==> config.mk <==
export PLATFORM = sky130hd
export DESIGN_NAME = ex_wb_stage
export DESIGN_NICKNAME = d
export VERILOG_FILES = /design/src/rtl/ex_wb_stage.sv
export SDC_FILE = /design/constraint.sdc
export NUM_CORES = 1
export LEC_CHECK = 0
export BUFFER_PORTS_ARGS = -buffer_cell sky130_fd_sc_hd__buf_2
export CAP_MARGIN = 20
export CORE_MARGIN = 2
export CORE_UTILIZATION = 45
export CTS_BUF_LIST = sky130_fd_sc_hd__clkbuf_4
export CTS_CLUSTER_SIZE = 16
export DETAILED_ROUTE_END_ITERATION = 6
export GPL_ROUTABILITY_DRIVEN = 0
export PLACE_DENSITY = 0.69
export SYNTH_ARGS = -nofsm -noshare
export SYNTH_HDL_FRONTEND = slang
export SYNTH_SLANG_ARGS = --single-unit
==> constraint.sdc <==
create_clock -name clk -period 2.7 [get_ports clk]
set_input_delay 0.135 -clock clk [delete_from_list [all_inputs] [get_ports clk]]
set_output_delay 0.135 -clock clk [all_outputs]
set_load 0.1 [all_outputs]
==> src/rtl/ex_wb_stage.sv <==
// ex_wb_stage: execute-to-writeback stage behind the ALU.
// Commits ALU flags into the architectural status register, queues
// register-file writes in a small circular FIFO drained over valid/ready,
// applies backpressure to execute and counts retired instructions.
//
// Handshakes: a transfer happens on a rising edge where valid and ready are
// both high; valid never depends combinationally on ready. On the execute
// side ex_ready comes from the registered FIFO count only, so a same-cycle pop
// never raises it. flush overrides both handshakes for the cycle.
module ex_wb_stage #(
   parameter int          DATA_W   = 32,
   parameter int          REG_AW   = 4,
   parameter int          DEPTH    = 2,
   parameter logic [3:0]  FLAG_RST = 4'b0000
) (
   input  logic              clk,
   input  logic              rst_n,
   input  logic              ex_valid,
   output logic              ex_ready,
   input  logic [DATA_W-1:0] ex_result,
   input  logic [3:0]        ex_flags,
   input  logic              ex_s,
   input  logic              ex_cond_pass,
   input  logic              ex_we,
   input  logic [REG_AW-1:0] ex_rd,
   input  logic              flush,
   output logic [3:0]        status_flags,
   output logic              wb_valid,
   input  logic              wb_ready,
   output logic [REG_AW-1:0] wb_rd,
   output logic [DATA_W-1:0] wb_data,
   output logic [31:0]       retired
);

   localparam int PTR_W = (DEPTH > 1) ? $clog2(DEPTH) : 1;
   localparam int CNT_W = $clog2(DEPTH + 1);
   localparam logic [CNT_W-1:0] C_FULL = CNT_W'(DEPTH);

   logic [REG_AW-1:0] r_mem_rd   [DEPTH];
   logic [DATA_W-1:0] r_mem_data [DEPTH];
   logic [PTR_W-1:0]  r_wr_ptr;
   logic [PTR_W-1:0]  r_rd_ptr;
   logic [CNT_W-1:0]  r_count;
   logic [3:0]        r_flags;
   logic [31:0]       r_retired;

   logic w_accept;
   logic w_commit;
   logic w_push;
   logic w_pop;

   assign ex_ready     = (r_count != C_FULL);
   assign wb_valid     = (r_count != '0);
   assign wb_rd        = r_mem_rd[r_rd_ptr];
   assign wb_data      = r_mem_data[r_rd_ptr];
   assign status_flags = r_flags;
   assign retired      = r_retired;

   // Transfer qualification; flush squashes both sides of the stage.
   always_comb begin
      w_accept = ex_valid & ex_ready & ~flush;
      w_commit = w_accept & ex_cond_pass;
      w_push   = w_commit & ex_we;
      w_pop    = wb_valid & wb_ready & ~flush;
   end

   // Architectural state: flags and retire count survive a flush.
   // The counter adds the commit bit every cycle so it is always rewritten.
   always_ff @(posedge clk or negedge rst_n) begin
      if (!rst_n) begin
         r_flags   <= FLAG_RST;
         r_retired <= '0;
      end else begin
         if (w_commit && ex_s) begin
            r_flags <= ex_flags;
         end
         r_retired <= r_retired + {31'd0, w_commit};
      end
   end

   // FIFO pointers and occupancy; pointers wrap naturally (DEPTH is 2^n).
   always_ff @(posedge clk or negedge rst_n) begin
      if (!rst_n) begin
         r_wr_ptr <= '0;
         r_rd_ptr <= '0;
         r_count  <= '0;
      end else if (flush) begin
         r_wr_ptr <= '0;
         r_rd_ptr <= '0;
         r_count  <= '0;
      end else begin
         if (w_push) begin
            r_wr_ptr <= r_wr_ptr + PTR_W'(1);
         end
         if (w_pop) begin
            r_rd_ptr <= r_rd_ptr + PTR_W'(1);
         end
         if (w_push && !w_pop) begin
            r_count <= r_count + CNT_W'(1);
         end else if (w_pop && !w_push) begin
            r_count <= r_count - CNT_W'(1);
         end
      end
   end

   // FIFO storage; cleared on reset so the head reads zero afterwards.
   always_ff @(posedge clk or negedge rst_n) begin
      if (!rst_n) begin
         for (int i = 0; i < DEPTH; i++) begin
            r_mem_rd[i]   <= '0;
            r_mem_data[i] <= '0;
         end
      end else if (w_push) begin
         r_mem_rd[r_wr_ptr]   <= ex_rd;
         r_mem_data[r_wr_ptr] <= ex_result;
      end
   end

endmodule

==> results of run 1 <==
[cell usage in the layout (no fill, tap or decap), drive strengths merged]
cell type,instances
buf,128
nand2b,1
nand2,12
diode,1
nor2b,1
dfrtp,112
nand4,10
or3,1
a21oi,1
and3,7
a311oi,1
ha,2
clkinv,4
inv,4
nor3,3
clkbuf,10
nand3,15
mux2,112
o311ai,1
xor2,12
dlygate4sd3,42
xnor2,21
nor2,9
or2,2
nand3b,1
bufinv,1
o21ai,1
nor4,3
nand4b,1
and4,2
[sequential cells by signal, indices dropped and copies added, names as in the netlist]
name / flops
r_mem_rd: 8
r_wr_ptr: 1
r_mem_data: 64
retired: 32
r_count: 2
r_rd_ptr: 1
status_flags: 4
[final timing paths]
| kind | start | cells after the start | endpoint | slack, ns |
|---|---|---|---|---|
| max | r_count[0] | 7 | retired[21] | 0.29 |
| min | wb_ready | 3 | r_count[0] | 0.06 |
| max reg2reg | r_count[0] | 7 | retired[21] | 0.29 |
| min reg2reg | retired[31] | 1 | retired[31] | 0.50 |
| max in group asynchronous | rst_n | 3 | r_mem_data[45] | 1.87 |
| min in group asynchronous | rst_n | 2 | retired[8] | 0.15 |
[report_power, final]
group	internal, W	switching, W
clock	0.000282	0.000511
sequential	0.00189	0.000132
combinational	0.000458	0.00155
total	0.00263	0.00220
[metrics by stage]
| step | instances | worst slack [ns] | hold WS [ns] |
|---|---|---|---|
| 2_1_floorplan | 347 | 0.104 | -0.161 |
| 3_3_place_gp | 603 | 0.424 | 0.0986 |
| 3_5_place_dp | 603 | 0.327 | 0.111 |
| 4_1_cts | 660 | 0.272 | 0.0194 |
| 5_1_grt | 661 | 0.146 | 0.0506 |
| 6_report | 661 | 0.289 | 0.0591 |
[cell usage after synthesis]
library cell  count
clkbuf_1          5
buf_6             3
or2_2             2
nor3_1            3
and4_1            2
nand4_2           1
buf_4             4
nand2_1          12
nand2b_2          1
a21oi_1           1
nor2_4            1
nor4_1            2
mux2_4           30
xnor2_1          21
nor2_1            8
nand4b_1          1
mux2_2           82
nand3b_1          1
nand4_1           9
xor2_1           12
o21ai_0           1
o311ai_0          1
and3_1            7
nor2b_1           1
a311oi_1          1
ha_1              2
nor4_2            1
nand3_4           1
inv_1             4
nand3_1          14
dfrtp_1         112
or3_1             1
[cell families after synthesis]
logic type	count (synthesis)
compound gates	4
xor+xnor	33
fa+ha+maj	2
buf+inv	16
flops	112
mux	112
simple gates	68
[worst max-delay path, delay by kind of cell (launching register included)]
family / cells / cell delay, ns
XOR/XNOR: 1 / 0.18
adder cells (fa/ha/maj): 1 / 0.24
flip-flops: 1 / 0.48
AND/OR/NAND/NOR: 5 / 1.45
[metal layers]
metal | share of wire | vias to the layer above | global-route usage
met5 | 0 | - | 0
li1 | - | 1564 | -
met2 | 0.51 | 75 | 0.306
met1 | 0.44 | 1699 | 0.233
met3 | 0.040 | 12 | 0.0302
met4 | 0.017 | 0 | 0.0832
[cell type report]
class,count,area (um^2)
antenna,1,2.50
tap,140,175
fill,899,4490
inverter,4,15.0
timing repair buffer,170,1120
clock buffer,10,75.1
multi-input combinational,219,2110
clock inverter,5,48.8
sequential,112,2800
==> impl_metrics.csv, run 1 <==
group,metric,value,unit
synthesis,ys_seq_area_frac,0.559,
floorplan,start_util,0.462,
floorplan,die_w,110,um
synthesis,synth_top_family_by_area,"multiplexers",
clock_network,holdBufCountCts,42,
final_layout,drive_gt1_frac,0.502,
pwr,p_total,0.00483,W
worst_setup_path,end_kind,"register",
synthesis,postSynthAreaPerCell,14.4,um^2
worst_setup_path,worstPathArrival,2.79,ns
worst_setup_path,critPathKind,"reg2reg",
floorplan,std_cell_rows,38,
grt,grt_pass1_wl,17000,um
placed_design,io_buffers,121,
grt,globalRoute.totalOverflow,0,
synthesis,synthAdderAreaFrac,0.00500,
synthesis,synth_cells,347,
floorplan,ios,122,
synthesis,syn_area,5010,um^2
synthesis,synth-compound-area-share,0.00549,
synthesis,ys_ff_latch,112,
flow_run,maxCapViolCount,0,
synthesis,netlist_top_cells_area,"dfrtp_1 (56%), mux2_2 (18%), mux2_4 (9.0%), xnor2_1 (3.7%), xor2_1 (2.1%)",
route,drt_first_pass_iters,4,
clock_network,cts_buffers,9,
route,vias,3350,
timing,min_period_over_period,0.893,
floorplan,die-area,12000,um^2
timing,relSlewSlack,0.480,
worst_setup_path,cp-start-kind,"register",
timing,rsz0062_at_grt,"false",
route,final_antenna_net_count,0,
timing,fin_setup_tns,0,ns
final_layout,final_util,0.586,
clock_network,clockBufferDepth,2,
clock_network,h-tree-depth,3,
synthesis,synth_cell_type_count,32,
synthesis,synth_xor_area_frac,0.0577,
synthesis,yosys.area.top_type_share,0.559,
timing,worst_slew_pin_slew,0.774,ns
final_layout,final_cell_area,6350,um^2
worst_setup_path,path_max_fanout,8,
timing,fmax,415,MHz
worst_setup_path,cpPeakStageDelay,0.48,ns
synthesis,synth_fp_nets,397,
grt,antenna_found_initial,1,
route,routed_wl,10500,um
floorplan,die_y,110,um
clock_network,cts-root-buf,"clkbuf_4",
synthesis,synth_mux_area_frac,0.274,
pwr,leakagePower,3.18,nW
route,wire_per_inst,15.8,um
route,drc,0,
clock_network,cts_tree,"yes",
floorplan,core,10800,um^2
synthesis,synth_area_leader_cell,"dfrtp_1",
worst_setup_path,cp.required,3.08,ns
synthesis,synth-simple-area-share,0.0787,
timing,fin_skew,0.0133,ns
clock_network,path_clk_slew,0.15,ns
route,vias_per_cell,5.07,
clock_network,cts_sinks,112,
pwr,p_per_area,760,nW/um^2
placed_design,dpl.hpwl,7190,um
final_layout,layout.nets,566,
route,drtIter0Drc,101,
min_path,hold_path.class,"in2reg",
pwr,vdd_drop_max,0.519,mV
clock_network,clk_latency,0.45,ns
clock_network,cts_setup_buffers,0,
worst_setup_path,cpMaxStageDelayCell,"dfrtp_1",
placed_design,placed_area,5810,um^2
final_layout,syn2layout_area_growth,26.8,%
timing,period_minus_slack,2.41,ns
worst_setup_path,path_cells,"nand2b_4 > and3_1 > ha_1 > nand4_1 > or3_1 > nor4_1 > xor2_1",
timing,drv_slew,0,
clock_network,cts_resized,0,
timing,setup_viol,0,
timing,final_hold_viol_count,0,
grt,track_usage,0.183,
synthesis,yosys_warnings,0,
run_status,status,"complete, no violations",
grt,grt_max_degree,57,
grt,grt_pass1_vias,3567,
No activity file was read; power rests on OpenSTA's default activity.
==> run 2, diff against run 1 <==
--- a/config.mk
+++ b/config.mk
@@ -5,7 +5,7 @@
 export SDC_FILE = /design/constraint.sdc
 export NUM_CORES = 1
 export LEC_CHECK = 0
-export BUFFER_PORTS_ARGS = -buffer_cell sky130_fd_sc_hd__buf_2
+export BUFFER_PORTS_ARGS = -buffer_cell sky130_fd_sc_hd__buf_4
 export CAP_MARGIN = 20
 export CORE_MARGIN = 2
 export CORE_UTILIZATION = 45
==> constraint.sdc (replaced) <==
create_clock -name clk -period 2.95 [get_ports clk]
set_input_delay 0.1475 -clock clk [delete_from_list [all_inputs] [get_ports clk]]
set_output_delay 0.1475 -clock clk [all_outputs]
set_load 0.1 [all_outputs]
==> impl_metrics.csv, run 2 (synthesis results as in run 1) <==
group,metric,value,unit
final_layout,largest_reg_flops,64,
final_layout,fillers,876,
route,final_antenna_net_count,0,
clock_network,cts_sinks,112,
timing,fin_setup_tns,0,ns
worst_setup_path,cpMaxStageDelayCell,"dfrtp_1",
route,met3_length,501,um
placed_design,dpl.hpwl,7060,um
timing,setup_viol,0,
timing,final_hold_viol_count,0,
floorplan,core,10800,um^2
worst_setup_path,worstReg2RegStart,"r_count[0]",
clock_network,cts_tree,"yes",
worst_setup_path,critPathBufInv,0,
clock_network,holdBufCountCts,44,
floorplan,die-area,12000,um^2
flow_run,maxCapViolCount,0,
clock_network,clk_latency,0.47,ns
timing,min_period_over_period,0.828,
grt,grt_max_degree,58,
timing,fmax,410,MHz
final_layout,multi_input_area,2110,um^2
final_layout,layout.nets,566,
clock_network,cts_buffers,9,
final_layout,seqCellArea,2800,um^2
worst_setup_path,cp.required,3.35,ns
timing,drv_slew,0,
worst_setup_path,critPathKind,"reg2reg",
worst_setup_path,path_cells,"nand2b_2 > and3_1 > ha_1 > nand4_1 > or3_1 > nor4_1 > xor2_1",
route,m1WireLength,4570,um
placed_design,io_buffers,121,
timing,relSlewSlack,0.395,
worst_setup_path,end_kind,"register",
clock_network,cts-root-buf,"clkbuf_4",
clock_network,clockBufferDepth,2,
worst_setup_path,crit_family,"simple AND/OR/NAND/NOR gates",
route,wire_per_inst,15.8,um
final_layout,regMostFlops,"r_mem_data",
grt,grt_pass1_wl,16800,um
worst_setup_path,cp-start-kind,"register",
route,drtIter0Drc,90,
grt,antenna_found_initial,1,
pwr,p_total,0.00454,W
worst_setup_path,critPathLaunch,"r_count[0]",
clock_network,cts_setup_buffers,0,
final_layout,drive_gt1_frac,0.500,
clock_network,path_clk_slew,0.15,ns
floorplan,die_y,110,um
timing,worst_slew_pin_slew,0.907,ns
route,drc,0,
final_layout,final_common_cell,"buf_4",
worst_setup_path,reg2reg_slack,0.51,ns
clock_network,h-tree-depth,3,
run_status,status,"complete, no violations",
min_path,hold_path.class,"in2reg",
route,vias_per_cell,5.03,
worst_setup_path,worstPathArrival,2.84,ns
grt,globalRoute.totalOverflow,0,
route,top_layer,"met4",
worst_setup_path,path_max_fanout,8,
worst_setup_path,cpPeakStageDelay,0.49,ns
final_layout,syn2layout_area_growth,32.8,%
floorplan,die_w,110,um
pwr,leakagePower,3.25,nW
floorplan,ios,122,
timing,rsz0062_at_grt,"false",
pwr,p_per_area,683,nW/um^2
route,drt_first_pass_iters,4,
final_layout,final_cell_mix,"buf_4 (123), dfrtp_1 (111), mux2_2 (82)",
route,routed_wl,10500,um
floorplan,start_util,0.462,
grt,track_usage,0.183,
clock_network,cts_resized,0,
route,route.met2.wl,5190,um
pwr,vdd_drop_max,0.565,mV
final_layout,final_cell_area,6650,um^2
floorplan,std_cell_rows,38,
route,vias,3322,
timing,period_minus_slack,2.44,ns
min_path,min_from,"ex_we",
timing,fin_skew,0.00842,ns
placed_design,placed_area,6090,um^2
grt,grt_pass1_vias,3445,
==> run 2: final timing paths <==
| kind | endpoint | cells past startpoint |
|---|---|---|
| setup / recovery | retired[21] | 7 |
| max in group asynchronous | retired[29] | 3 |
| hold / removal | r_count[0] | 3 |
| hold reg to reg | retired[31] | 1 |
| min in group asynchronous | status_flags[0] | 2 |
| setup reg to reg | retired[21] | 7 |
==> run 2: routing by layer <==
metal | track usage | vias to the layer above
met4 | 0.0660 | 0
met5 | 0 | -
li1 | - | 1572
met1 | 0.230 | 1663
met2 | 0.299 | 72
met3 | 0.0545 | 15
==> run 2: final cells by class <==
| type | instances | share of cell area |
|---|---|---|
| multi-input combinational | 219 | 0.317 |
| tap | 140 | 0.0263 |
| timing repair buffer | 170 | 0.214 |
| clock buffer | 10 | 0.0113 |
| antenna | 1 | 0.000376 |
| clock inverter | 5 | 0.00733 |
| inverter | 4 | 0.00226 |
| sequential | 112 | 0.421 |
==> run 2: stage by stage <==
stage | std cells | utilization | hold WS [ns] | worst slack (ns)
finish | 661 | 0.614 | 0.0552 | 0.508
global route | 661 | 0.614 | 0.0325 | 0.277
CTS | 660 | 0.614 | 0.00997 | 0.502
detailed placement | 601 | 0.562 | 0.257 | 0.531
global placement | 601 | 0.562 | 0.249 | 0.667
floorplan | 347 | - | -0.148 | 0.163
==> run 2: power by group <==
group	switching, W	total (W)	internal [W]
clock	0.000474	0.000731	0.000258
sequential	0.000121	0.00185	0.00173
combinational	0.00143	0.00196	0.000531
total	0.00202	0.00454	0.00252
==> run 2: worst min-delay path, stage by stage <==
cell and delay, ns:
buf_4 0.12, nand4_1 0.09, o311ai_0 0.12
